## src/rtl/keypad_pkg.sv

```systemverilog
// Shared definitions for the 4x4 keypad scanner and its consumers:
// FSM states, key code constants and the row/column decode helpers.
package keypad_pkg;

    typedef enum logic [1:0] {
        SCAN     = 2'd0,
        PRESS_DB = 2'd1,
        HELD     = 2'd2,
        REL_DB   = 2'd3
    } state_t;

    localparam logic [3:0] KEY_0    = 4'd0;
    localparam logic [3:0] KEY_1    = 4'd1;
    localparam logic [3:0] KEY_2    = 4'd2;
    localparam logic [3:0] KEY_3    = 4'd3;
    localparam logic [3:0] KEY_4    = 4'd4;
    localparam logic [3:0] KEY_5    = 4'd5;
    localparam logic [3:0] KEY_6    = 4'd6;
    localparam logic [3:0] KEY_7    = 4'd7;
    localparam logic [3:0] KEY_8    = 4'd8;
    localparam logic [3:0] KEY_9    = 4'd9;
    localparam logic [3:0] KEY_A    = 4'd10;
    localparam logic [3:0] KEY_B    = 4'd11;
    localparam logic [3:0] KEY_C    = 4'd12;
    localparam logic [3:0] KEY_D    = 4'd13;
    localparam logic [3:0] KEY_STAR = 4'd14;
    localparam logic [3:0] KEY_HASH = 4'd15;

    localparam logic [3:0] ROW_FIRST = 4'b1110;
    localparam logic [3:0] COLS_IDLE = 4'b1111;

    // Physical layout: row 0 is the top row "1 2 3 A", column 0 the left column.
    function automatic logic [3:0] key_decode(input logic [1:0] row, input logic [1:0] col);
        logic [3:0] code;
        case ({row, col})
            4'b00_00: code = KEY_1;
            4'b00_01: code = KEY_2;
            4'b00_10: code = KEY_3;
            4'b00_11: code = KEY_A;
            4'b01_00: code = KEY_4;
            4'b01_01: code = KEY_5;
            4'b01_10: code = KEY_6;
            4'b01_11: code = KEY_B;
            4'b10_00: code = KEY_7;
            4'b10_01: code = KEY_8;
            4'b10_10: code = KEY_9;
            4'b10_11: code = KEY_C;
            4'b11_00: code = KEY_STAR;
            4'b11_01: code = KEY_0;
            4'b11_10: code = KEY_HASH;
            default:  code = KEY_D;
        endcase
        return code;
    endfunction

    function automatic logic one_low(input logic [3:0] v);
        return $countones(~v) == 1;
    endfunction

    function automatic logic [1:0] low_index(input logic [3:0] v);
        logic [1:0] idx;
        idx = 2'd0;
        for (int i = 3; i >= 0; i--) begin
            if (!v[i]) begin
                idx = i[1:0];
            end
        end
        return idx;
    endfunction

endpackage

```

## src/rtl/keypad_scanner_tick_gen.sv

```systemverilog
// Free-running divider producing a one-cycle scan tick every TICK_DIV clocks.
module tick_gen #(
    parameter int TICK_DIV = 100_000
) (
    input  logic clk_i,
    input  logic reset_i,
    output logic tick_o
);

    localparam int CW = $clog2(TICK_DIV);
    localparam logic [CW-1:0] LAST = CW'(TICK_DIV - 1);

    logic [CW-1:0] count_q;
    logic [CW-1:0] count_d;

    always_ff @(posedge clk_i) begin
        if (reset_i) begin
            count_q <= '0;
        end else begin
            count_q <= count_d;
        end
    end

    always_comb begin
        count_d = (count_q == LAST) ? '0 : count_q + 1'b1;
        tick_o  = (count_q == LAST);
    end

endmodule

```

## src/rtl/keypad_scanner.sv

```systemverilog
// 4x4 matrix keypad scanner: rotates a one-cold row drive, debounces the
// synchronised columns and emits one key_press strobe per physical press.
module keypad_scanner
    import keypad_pkg::*;
#(
    parameter int TICK_DIV       = 100_000,
    parameter int DEBOUNCE_SCANS = 4
) (
    input  logic       CLOCK_50,
    input  logic       reset,
    input  logic [3:0] col_n,
    output logic [3:0] row_n,
    output logic       key_press,
    output logic [3:0] key_code,
    output logic       key_held
);

    localparam int DBC_W = $clog2(DEBOUNCE_SCANS + 1) + 1;
    localparam logic [DBC_W-1:0] DBC_LAST = DBC_W'(DEBOUNCE_SCANS);

    logic tick;

    logic [3:0]       cs_meta_q;
    logic [3:0]       cs_q;
    state_t           state_q, state_d;
    logic [3:0]       row_q, row_d;
    logic [3:0]       col_q, col_d;
    logic [DBC_W-1:0] dbc_q, dbc_d;
    logic [DBC_W-1:0] dbc_inc;
    logic [3:0]       row_rot;
    logic             key_press_q, key_press_d;
    logic [3:0]       key_code_q, key_code_d;

    tick_gen #(
        .TICK_DIV(TICK_DIV)
    ) u_tick (
        .clk_i  (CLOCK_50),
        .reset_i(reset),
        .tick_o (tick)
    );

    always_ff @(posedge CLOCK_50) begin
        if (reset) begin
            cs_meta_q   <= COLS_IDLE;
            cs_q        <= COLS_IDLE;
            state_q     <= SCAN;
            row_q       <= ROW_FIRST;
            col_q       <= COLS_IDLE;
            dbc_q       <= '0;
            key_press_q <= 1'b0;
            key_code_q  <= '0;
        end else begin
            cs_meta_q   <= col_n;
            cs_q        <= cs_meta_q;
            state_q     <= state_d;
            row_q       <= row_d;
            col_q       <= col_d;
            dbc_q       <= dbc_d;
            key_press_q <= key_press_d;
            key_code_q  <= key_code_d;
        end
    end

    // The row is frozen outside SCAN so the debounced column stays tied to one row.
    always_comb begin
        state_d     = state_q;
        row_d       = row_q;
        col_d       = col_q;
        dbc_d       = dbc_q;
        key_press_d = 1'b0;
        key_code_d  = key_code_q;
        dbc_inc     = dbc_q + 1'b1;
        row_rot     = {row_q[2:0], row_q[3]};

        if (tick) begin
            case (state_q)
                SCAN: begin
                    if (one_low(cs_q)) begin
                        col_d   = cs_q;
                        dbc_d   = DBC_W'(1);
                        state_d = PRESS_DB;
                    end else begin
                        row_d = row_rot;
                    end
                end
                PRESS_DB: begin
                    if (cs_q == col_q) begin
                        if (dbc_inc >= DBC_LAST) begin
                            state_d     = HELD;
                            dbc_d       = '0;
                            key_press_d = 1'b1;
                            key_code_d  = key_decode(low_index(row_q), low_index(col_q));
                        end else begin
                            dbc_d = dbc_inc;
                        end
                    end else begin
                        dbc_d   = '0;
                        state_d = SCAN;
                    end
                end
                HELD: begin
                    if (cs_q == COLS_IDLE) begin
                        dbc_d   = DBC_W'(1);
                        state_d = REL_DB;
                    end
                end
                REL_DB: begin
                    if (cs_q == COLS_IDLE) begin
                        if (dbc_inc >= DBC_LAST) begin
                            dbc_d   = '0;
                            row_d   = row_rot;
                            state_d = SCAN;
                        end else begin
                            dbc_d = dbc_inc;
                        end
                    end else begin
                        // A bounce back to contact resumes the hold without a new strobe.
                        dbc_d   = '0;
                        state_d = HELD;
                    end
                end
                default: begin
                    state_d = SCAN;
                end
            endcase
        end
    end

    always_comb begin
        row_n     = row_q;
        key_press = key_press_q;
        key_code  = key_code_q;
        key_held  = (state_q == HELD) || (state_q == REL_DB);
    end

endmodule

```

## config.mk

```make
export PLATFORM = sky130hd
export DESIGN_NAME = keypad_scanner
export DESIGN_NICKNAME = d
export VERILOG_FILES = /design/src/rtl/keypad_pkg.sv /design/src/rtl/keypad_scanner_tick_gen.sv /design/src/rtl/keypad_scanner.sv
export SDC_FILE = /design/constraint.sdc
export NUM_CORES = 1
export LEC_CHECK = 0
export ABC_AREA = 1
export ABC_CLOCK_PERIOD_IN_PS = 3030
export CAP_MARGIN = 5
export CORE_MARGIN = 3
export CORE_UTILIZATION = 30
export CTS_CLUSTER_SIZE = 8
export DETAILED_ROUTE_END_ITERATION = 10
export DONT_BUFFER_PORTS = 1
export GPL_ROUTABILITY_DRIVEN = 0
export SLEW_MARGIN = 5
export SYNTH_ARGS = -nofsm -noshare
export SYNTH_HDL_FRONTEND = slang
export SYNTH_SLANG_ARGS = --single-unit
```

## constraint.sdc

```tcl
create_clock -name CLOCK_50 -period 3.03 [get_ports CLOCK_50]
set_input_delay 0.606 -clock CLOCK_50 [delete_from_list [all_inputs] [get_ports CLOCK_50]]
set_output_delay 0.606 -clock CLOCK_50 [all_outputs]
set_load 0.1 [all_outputs]
```

==> flow_metrics.py <==
metrics = {
    "global_route": {
        "overflow": 0,
        "grtUsageTotal": 0.103,
        "grt_pass1_vias": 1719,
        "antenna_found_initial": 0,
        "grt_max_degree": 17,
        "grt_first_pass_wirelength_mm": 7.49,
    },
    "drt": {
        "drc": 0,
        "drtAntennaViolNets": 0,
        "drt_iter0_markers": 73,
        "avgViaCountPerCell": 4.40,
        "wl_per_cell_um": 10.0,
        "wirelength_mm": 4.28,
        "first_pass_iters": 4,
        "vias": 1884,
    },
    "setup_path": {
        "critPathLaunchType": "register",
        "critPathTopFamily": "adder cells",
        "regToRegStartpoint": "cs_q[0]$_SDFF_PP1_",
        "rr_worst_depth": 11,
        "end_kind": "register",
        "r2r_end": "state_q[1]$_SDFFE_PP0P_",
        "path_max_fanout": 7,
        "critical-path-slowest-cell": "fa_1",
        "critPathKind": "reg -> reg",
        "critPathRequiredTime_ns": 3.22,
        "path_buf_inv": 1,
        "crit_path_max_incr_delay_ns": 0.54,
        "path_depth": 11,
        "r2r_slack_ns": 0.77,
        "crit_chain": "fa_1 -> inv_1 -> ha_1 -> ha_1 -> nand3b_1 -> nand3_1 -> nand2_1 -> nor2_4 -> nand3_1 -> nand2_1 -> nor2_1",
        "crit_arrival_ns": 2.45,
    },
    "yosys": {
        "netlist_instances": 320,
        "synth-main-ff-cell": "dfxtp_1",
        "yosys.area.top_type": "dfxtp_1",
        "yosysSeqAreaShare": 0.374,
        "synth_commonest_cells": "nand2_1 (74), inv_1 (49), dfxtp_1 (44), nor2_1 (31), nand3_1 (23)",
        "syn_area_per_cell_um2": 7.36,
        "synthDistinctLibCells": 33,
        "synth_area_mm2": 0.00236,
        "ys_ff_latch": 44,
        "synth.most_common_cell": "nand2_1",
        "ys_async_sr_fraction": 0,
        "ys_warn_count": 0,
        "synth-edff-count": 0,
        "synth_area_leaders": "dfxtp_1 (37%), nand2_1 (12%), inv_1 (7.8%), ha_1 (5.3%), nor2_1 (4.9%)",
        "synth.top_cell.area_share": 0.374,
        "syn-num-nets": 337,
    },
    "power": {
        "powerDensity_mw_per_mm2": 415,
        "power_mw": 1.08,
        "peakVddDrop_uv": 219,
        "p_leak_nw": 1.22,
    },
    "place": {
        "place_area_mm2": 0.00248,
        "port-buffer-count": 0,
        "dp_cells": 420,
        "dp_hpwl_mm": 3.30,
    },
    "clock_network": {
        "cts_root_buf": "clkbuf_8",
        "clk_latency_ns": 0.29,
        "cts_max_level": 2,
        "tritoncts": "done",
        "clkSinkCount": 44,
        "cts_buffer_depth": 2,
        "cts_setup_buffers": 0,
        "clk_pin_slew_ns": 0.08,
        "numCtsBuffers": 5,
        "cts_resized": 0,
        "hold_buffers": 0,
    },
    "timing": {
        "rsz0062_at_grt": "false",
        "fin_crit_ns": 2.26,
        "setup_violations": 0,
        "finalHoldViolCount": 0,
        "tightest_slew_ns": 0.985,
        "fin_setup_tns_ns": 0,
        "fmax_ghz": 0.442,
        "relSlewSlack": 0.343,
        "period_share": 0.747,
        "fin_skew_ns": 0.00595,
        "drv_slew": 0,
    },
    "die": {
        "die_x_um": 94.6,
        "num_rows": 31,
        "core-area_mm2": 0.00745,
        "ios": 16,
        "die_area_mm2": 0.00895,
        "start_util": 0.316,
        "die-height_um": 94.6,
    },
    "layout": {
        "area_delta_synth_final_pct": 10.0,
        "diodes": 0,
        "final_util": 0.348,
        "final_cells": 428,
        "layout.nets": 345,
        "fill_cells": 797,
        "design_area_mm2": 0.00259,
        "drive_gt1_frac": 0.137,
    },
    "min_path": {
        "hp-class": "in -> reg",
        "hp-start": "reset",
        "whs_path_depth": 1,
        "min_to": "key_press$_SDFF_PP0_",
    },
    "outcome": {
        "outcome": "finished, final reports clean",
    },
    "run": {
        "max_cap_viol_count": 0,
    },
}
layer usage:
metal,vias up,GRT usage,part of all wire
met5,-,0,0
met1,840,0.133,0.50
li1,1019,-,-
met2,21,0.169,0.45
met4,0,0.0313,0.0079
met3,4,0.0247,0.043
per-stage QoR:
| stage | setup WS (ns) | hold slack (ns) |
|---|---|---|
| after floorplan | 0.925 | 0.389 |
| after global placement | 0.844 | 0.391 |
| after detailed placement | 0.777 | 0.393 |
| after CTS | 0.751 | 0.365 |
| after global routing | 0.643 | 0.357 |
| final | 0.765 | 0.377 |
flip-flops by register name, summed over array words and instances (netlist names), 2 cells and up:
signal          count
u_tick.count_q     17
row_n               4
cs_q                4
col_q               4
key_code            4
cs_meta_q           4
state_q             2
dbc_q               4
cell type report:
cell class | instances | area, µm² | share of cell area
Tap cell | 99 | 124 | 0.0478
Inverter | 51 | 201 | 0.0777
Timing Repair Buffer | 5 | 37.5 | 0.0145
Clock inverter | 2 | 35.0 | 0.0135
Sequential cell | 44 | 881 | 0.340
Multi-Input combinational cell | 221 | 1240 | 0.479
Clock buffer | 6 | 72.6 | 0.0280
worst max-delay path by stage:
stage | from | endpoint | slack [ns]
final | cs_q[0]$_SDFF_PP1_ | state_q[1]$_SDFFE_PP0P_ | 0.77
after global routing | cs_q[0]$_SDFF_PP1_ | state_q[1]$_SDFFE_PP0P_ | 0.64
after CTS | cs_q[0]$_SDFF_PP1_ | state_q[1]$_SDFFE_PP0P_ | 0.75
after detailed placement | cs_q[0]$_SDFF_PP1_ | state_q[1]$_SDFFE_PP0P_ | 0.78
after global placement | cs_q[0]$_SDFF_PP1_ | state_q[0]$_SDFFE_PP0P_ | 0.84
after floorplan | cs_q[0]$_SDFF_PP1_ | dbc_q[1]$_SDFFE_PP0P_ | 0.92
cell families after synthesis:
kind of cell,synth area share
AO/OA/AOI/OAI,0.0590
buffers and inverters,0.0993
flip-flops,0.374
XOR/XNOR,0.0297
AND/OR/NAND/NOR,0.377
adder cells (fa/ha/maj),0.0616
report_power, final:
group | internal [mW] | leakage [nW] | total, mW | switching, mW
Clock | 0.245 | 0.0552 | 0.442 | 0.197
Sequential | 0.586 | 0.357 | 0.592 | 0.00611
Combinational | 0.0151 | 0.804 | 0.0430 | 0.0279
Total | 0.846 | 1.22 | 1.08 | 0.231
placed cells by master, fill, tap and decap left out, types with 3 or more instances in the layout:
cell,netlist,layout
nor2_2,7,7
dfxtp_1,44,44
nor3_1,7,7
o211ai_1,4,4
nor2_4,5,5
inv_1,49,49
clkbuf_8,0,5
a21oi_1,10,10
xor2_1,5,5
nand2_1,74,74
or2_2,8,8
nor2_1,31,31
nand3_2,3,3
o21ai_0,7,7
xnor2_1,3,3
nand3_1,23,23
nand4_1,7,7
ha_1,10,10
buf_4,0,5
(Power assumes the default switching activity.)
